[config.mk]
export PLATFORM = sky130hd
export DESIGN_NAME = spike_inject_scheduler
export DESIGN_NICKNAME = d
export VERILOG_FILES = /design/src/rtl/spike_inject_scheduler.sv
export SDC_FILE = /design/constraint.sdc
export NUM_CORES = 1
export LEC_CHECK = 0
export CORE_UTILIZATION = 35
export CTS_CLUSTER_DIAMETER = 30
export DETAILED_ROUTE_END_ITERATION = 8
export PLACE_DENSITY = 0.67
export SLEW_MARGIN = 20
export SYNTH_ARGS = -nofsm -noshare
export SYNTH_HDL_FRONTEND = slang
export SYNTH_SLANG_ARGS = --single-unit
[constraint.sdc]
create_clock -name neuron_clk -period 3.1 [get_ports neuron_clk]
set_clock_uncertainty 0.2 [all_clocks]
set_input_delay 0.93 -clock neuron_clk [delete_from_list [all_inputs] [get_ports neuron_clk]]
set_output_delay 0.93 -clock neuron_clk [all_outputs]
set_load 0.05 [all_outputs]
[src/rtl/spike_inject_scheduler.sv]
// Spike injection scheduler: captures a time step's fired-neuron vector and serializes one packet
// per fired neuron (lowest index first) onto the router injection port as flits.
module spike_inject_scheduler #(
  parameter int unsigned packet_size          = 32,
  parameter int unsigned flit_size            = 4,
  parameter int unsigned x_address_length     = 8,
  parameter int unsigned y_address_length     = 8,
  parameter int unsigned NEURON_CNT_BIT_WIDTH = 2,
  parameter logic [x_address_length-1:0] DEST_X = x_address_length'(1),
  parameter logic [y_address_length-1:0] DEST_Y = y_address_length'(1),
  localparam int unsigned NUM_NEURONS = 1 << NEURON_CNT_BIT_WIDTH
) (
  input  logic                   neuron_clk,
  input  logic                   rst_n,
  input  logic                   spike_valid,
  input  logic [NUM_NEURONS-1:0] spike_in,
  input  logic                   full,
  output logic                   write_en,
  output logic [flit_size-1:0]   data_out,
  output logic                   busy,
  output logic                   step_done,
  output logic                   overflow,
  output logic [15:0]            sent_count
);

  localparam int unsigned FLITS    = packet_size / flit_size;
  localparam int unsigned FlitIdxW = (FLITS > 1) ? $clog2(FLITS) : 1;
  localparam int unsigned NeuronW  = NEURON_CNT_BIT_WIDTH;
  localparam logic [FlitIdxW-1:0] LastFlit = FlitIdxW'(FLITS - 1);

  typedef enum logic [1:0] {StIdle, StScan, StSend, StDone} state_e;

  state_e                  state_q, state_d;
  logic [NUM_NEURONS-1:0]  pending_q, pending_d;
  logic [FlitIdxW-1:0]     flit_idx_q, flit_idx_d;
  logic [packet_size-1:0]  packet_q, packet_d;
  logic [15:0]             sent_count_q, sent_count_d;
  logic                    overflow_q, overflow_d;

  logic [NeuronW-1:0]      pick_idx;
  logic [NUM_NEURONS-1:0]  pick_mask;
  logic [packet_size-1:0]  new_packet;
  logic [FLITS-1:0][flit_size-1:0] flits;

  assign flits = packet_q;

  // Descending scan so the last hit wins, leaving the lowest set index.
  always_comb begin
    pick_idx = '0;
    for (int i = NUM_NEURONS - 1; i >= 0; i--) begin
      if (pending_q[i]) pick_idx = NeuronW'(i);
    end
  end

  assign pick_mask = NUM_NEURONS'(1) << pick_idx;

  always_comb begin
    new_packet = '0;
    new_packet[x_address_length-1:0]                         = DEST_X;
    new_packet[x_address_length +: y_address_length]         = DEST_Y;
    new_packet[x_address_length + y_address_length +: NeuronW] = pick_idx;
  end

  always_comb begin
    state_d      = state_q;
    pending_d    = pending_q;
    flit_idx_d   = flit_idx_q;
    packet_d     = packet_q;
    sent_count_d = sent_count_q;
    overflow_d   = overflow_q | (spike_valid && (state_q != StIdle));
    write_en     = 1'b0;
    data_out     = '0;
    step_done    = 1'b0;

    unique case (state_q)
      StIdle: begin
        if (spike_valid) begin
          pending_d = spike_in;
          state_d   = StScan;
        end
      end
      StScan: begin
        if (pending_q == '0) begin
          state_d = StDone;
        end else begin
          packet_d   = new_packet;
          pending_d  = pending_q & ~pick_mask;
          flit_idx_d = '0;
          state_d    = StSend;
        end
      end
      StSend: begin
        data_out = flits[flit_idx_q];
        write_en = !full;
        if (!full) begin
          if (flit_idx_q == LastFlit) begin
            sent_count_d = sent_count_q + 16'd1;
            state_d      = StScan;
          end else begin
            flit_idx_d = flit_idx_q + 1'b1;
          end
        end
      end
      StDone: begin
        step_done = 1'b1;
        state_d   = StIdle;
      end
      default: state_d = StIdle;
    endcase
  end

  always_ff @(posedge neuron_clk or negedge rst_n) begin
    if (!rst_n) begin
      state_q      <= StIdle;
      pending_q    <= '0;
      flit_idx_q   <= '0;
      packet_q     <= '0;
      sent_count_q <= '0;
      overflow_q   <= 1'b0;
    end else begin
      state_q      <= state_d;
      pending_q    <= pending_d;
      flit_idx_q   <= flit_idx_d;
      packet_q     <= packet_d;
      sent_count_q <= sent_count_d;
      overflow_q   <= overflow_d;
    end
  end

  assign busy       = (state_q != StIdle);
  assign overflow   = overflow_q;
  assign sent_count = sent_count_q;

endmodule

==> flow_summary.json <==
{
  "synth_cell_types": 34,
  "syn_area_per_cell_sq_um": 10.3,
  "syn_inst": 140,
  "antenna_found_initial": 0,
  "dp.cells": 218,
  "cts_resized": 0,
  "grt_pass1_wl_um": 5070,
  "die_y_um": 66.0,
  "synth_compound_area_share_pct": 9.76,
  "hold_viol_final": 0,
  "cts_max_level": 2,
  "cellPowerDensity_nw_per_um2": 697,
  "fin_nets": 188,
  "reg2reg_slack_ns": 1.07,
  "yosysMostFrequentCell": "dfrtp_1",
  "synth_simple_gate_area_share_pct": 24.3,
  "timing.rr.end": "sent_count[15]$_DFFE_PN0P_",
  "drc": 0,
  "r2r_cells": 6,
  "die-area_sq_um": 4360,
  "post_cts_buffers": 0,
  "endpoint_kind": "output port",
  "place_area_sq_um": 1830,
  "start_kind": "input port",
  "start_util_pct": 37.8,
  "drt_iter0_drc": 78,
  "synth_fa_ha_area_share_pct": 2.62,
  "io_pins": 32,
  "vias_per_cell": 4.99,
  "final_area_sq_um": 1920,
  "tns_ns": 0,
  "final_cells": 226,
  "fin_crit_sh_pct": 92.7,
  "dp_slack_ns": 0.215,
  "status": "completed",
  "seq_area_frac_synth_pct": 50.6,
  "drv_cap": 0,
  "clock_path_buffers": 2,
  "drive_gt1_share_pct": 12.4,
  "vias": 1127,
  "antenna_cells": 0,
  "detail-route-antenna-nets": 0,
  "clk_pin_slew_ns": 0.06,
  "period_minus_slack_ns": 2.87,
  "setup_ws_ns": 0.226,
  "synth_top_family_by_area": "simple AND/OR/NAND/NOR gates",
  "min_path_type": "reg -> reg",
  "grt_max_degree": 30,
  "wl_um": 2910,
  "p_total_w": 0.00134,
  "synth_top_area_share_pct": 50.6,
  "critPathArrivalTime_ns": 1.74,
  "netlist_area_sq_um": 1440,
  "rows": 22,
  "setup_viol": 0,
  "dr.pass1.iters": 4,
  "ctsHoldBuffers": 0,
  "cts-root-buf": "clkbuf_8",
  "port-buffer-count": 29,
  "yosysWarningCount": 0,
  "first_global_vias": 1080,
  "leakagePower_nw": 0.829,
  "synth-xor-area-share_pct": 9.15,
  "netlist.top_cell.by_area": "dfrtp_1",
  "slew_violations": 0,
  "synth_edf_count": 0,
  "async_flop_share_pct": 100,
  "yosys_register_bits": 29,
  "wl_per_cell_um": 12.9,
  "syn2layout_area_growth_pct": 33.7,
  "grt_overflow": 0,
  "tightest_slew_ns": 0.501,
  "cts_sinks": 29,
  "vdd_drop_max_mv": 0.412,
  "path_class": "in -> out",
  "place_hpwl_um": 2130,
  "critical_path_required_ns": 1.97,
  "nFillCells": 351,
  "grt_use_total_pct": 15.9,
  "reg2reg_from": "flit_idx_q[0]$_DFFE_PN0P_",
  "cts_tree": "done",
  "synthMuxAreaShare_pct": 1.39,
  "cts_inserted_buffers": 5,
  "clk_latency_ns": 0.28,
  "worstPathMaxFanout": 2,
  "routabilityCongestion": 0.751,
  "core_sq_um": 3800,
  "synth.area.top_cells": "dfrtp_1 51%, xnor2_1 7.3%, nand2_1 4.4%",
  "rsz0062_at_grt": "no",
  "die_w_um": 66.0,
  "fmax_mhz": 348,
  "synthFlopType": "dfrtp_1",
  "relSlewSlack_pct": 66.5,
  "endpoint": "write_en",
  "crit_start": "full",
  "yosys-top-cells-count": "29 x dfrtp_1, 17 x nand2_1, 12 x o21ai_0, 12 x xnor2_1, 8 x nor2_1"
}
cell usage in the layout (no fill, tap or decap), types with 2 or more instances in the layout:
master / synthesis / final
mux2i_1: 2 / 2
clkinv_2: 0 / 2
a21oi_1: 5 / 5
dfrtp_1: 29 / 29
or2_2: 2 / 2
xnor2_1: 12 / 12
clkdlybuf4s50_1: 0 / 26
and3_1: 5 / 5
nor4_1: 3 / 2
clkbuf_8: 0 / 5
ha_1: 3 / 3
nand2_1: 17 / 17
xor2_1: 3 / 3
conb_1: 1 / 2
buf_12: 0 / 3
nor3_1: 2 / 2
buf_4: 2 / 4
o21ai_0: 12 / 12
o21a_1: 2 / 2
nand3_1: 4 / 4
nor2b_1: 6 / 6
nand2b_1: 3 / 3
nor2_1: 8 / 8
nand4_1: 5 / 5
critical path, stage by stage:
cell and delay [ns]:
clkdlybuf4s50_1 0.42, nor2_1 0.22, buf_12 0.17
metal layers:
metal  routed length [um]  part of all wire (%)  track usage, %  vias up
li1                     -                     -               -      558
met1                 1330                    46            19.5      536
met2                 1410                    49            25.3       30
met3                  131                   4.5            6.38        3
met4                   36                   1.2            5.59        0
met5                    0                     0               0        -
final cells by class:
| type | count | area [sq um] | share of cell area, % |
|---|---|---|---|
| Clock buffer | 5 | 68.8 | 3.59 |
| Clock inverter | 3 | 17.5 | 0.913 |
| Inverter | 1 | 3.75 | 0.196 |
| Multi-Input combinational cell | 107 | 692 | 36.1 |
| Sequential cell | 29 | 726 | 37.8 |
| Tap cell | 48 | 60.1 | 3.13 |
| Timing Repair Buffer | 33 | 350 | 18.3 |
worst min-delay path by stage:
stage	from	end	slack, ns	cells after the start
global route	overflow$_DFF_PN0_	overflow$_DFF_PN0_	0.28	1
floorplan	flits[8]$_DFFE_PN0P_	flits[8]$_DFFE_PN0P_	0.24	1
detailed placement	overflow$_DFF_PN0_	overflow$_DFF_PN0_	0.26	1
CTS	overflow$_DFF_PN0_	overflow$_DFF_PN0_	0.27	1
finish	overflow$_DFF_PN0_	overflow$_DFF_PN0_	0.27	1
global placement	overflow$_DFF_PN0_	overflow$_DFF_PN0_	0.24	1
power breakdown:
| part | leakage [nW] | switching, W | total, W | internal [W] |
|---|---|---|---|---|
| logic | 0.405 | 0.000291 | 0.000509 | 0.000217 |
| clock network | 0.0439 | 0.000145 | 0.000299 | 0.000154 |
| registers | 0.381 | 0.0000807 | 0.000528 | 0.000448 |
| total | 0.829 | 0.000517 | 0.00134 | 0.000819 |
state kept, by name (all words and copies together) (netlist names):
signal	count
state_q	2
flit_idx_q	3
pending_q	4
sent_count	16
flits	3
overflow	1
kinds of logic (layout without fill, tap and decap cells):
logic type               count (synthesis)  in the layout
AND/OR/NAND/NOR                         61             61
flip-flops                              29             29
AO/OA/AOI/OAI                           24             24
XOR/XNOR                                15             15
buffers and inverters                    5             42
adder cells (fa/ha/maj)                  3              3
multiplexers                             2              2
other                                    1              2
stage by stage:
| step | hold slack (ns) | utilization [%] |
|---|---|---|
| 6_report | 0.267 | 50.5 |
| 2_1_floorplan | 0.239 | - |
| 5_1_grt | 0.283 | 50.5 |
| 4_1_cts | 0.273 | 50.5 |
| 3_5_place_dp | 0.255 | 48.2 |
| 3_3_place_gp | 0.244 | 48.2 |
(Power assumes the default switching activity.)
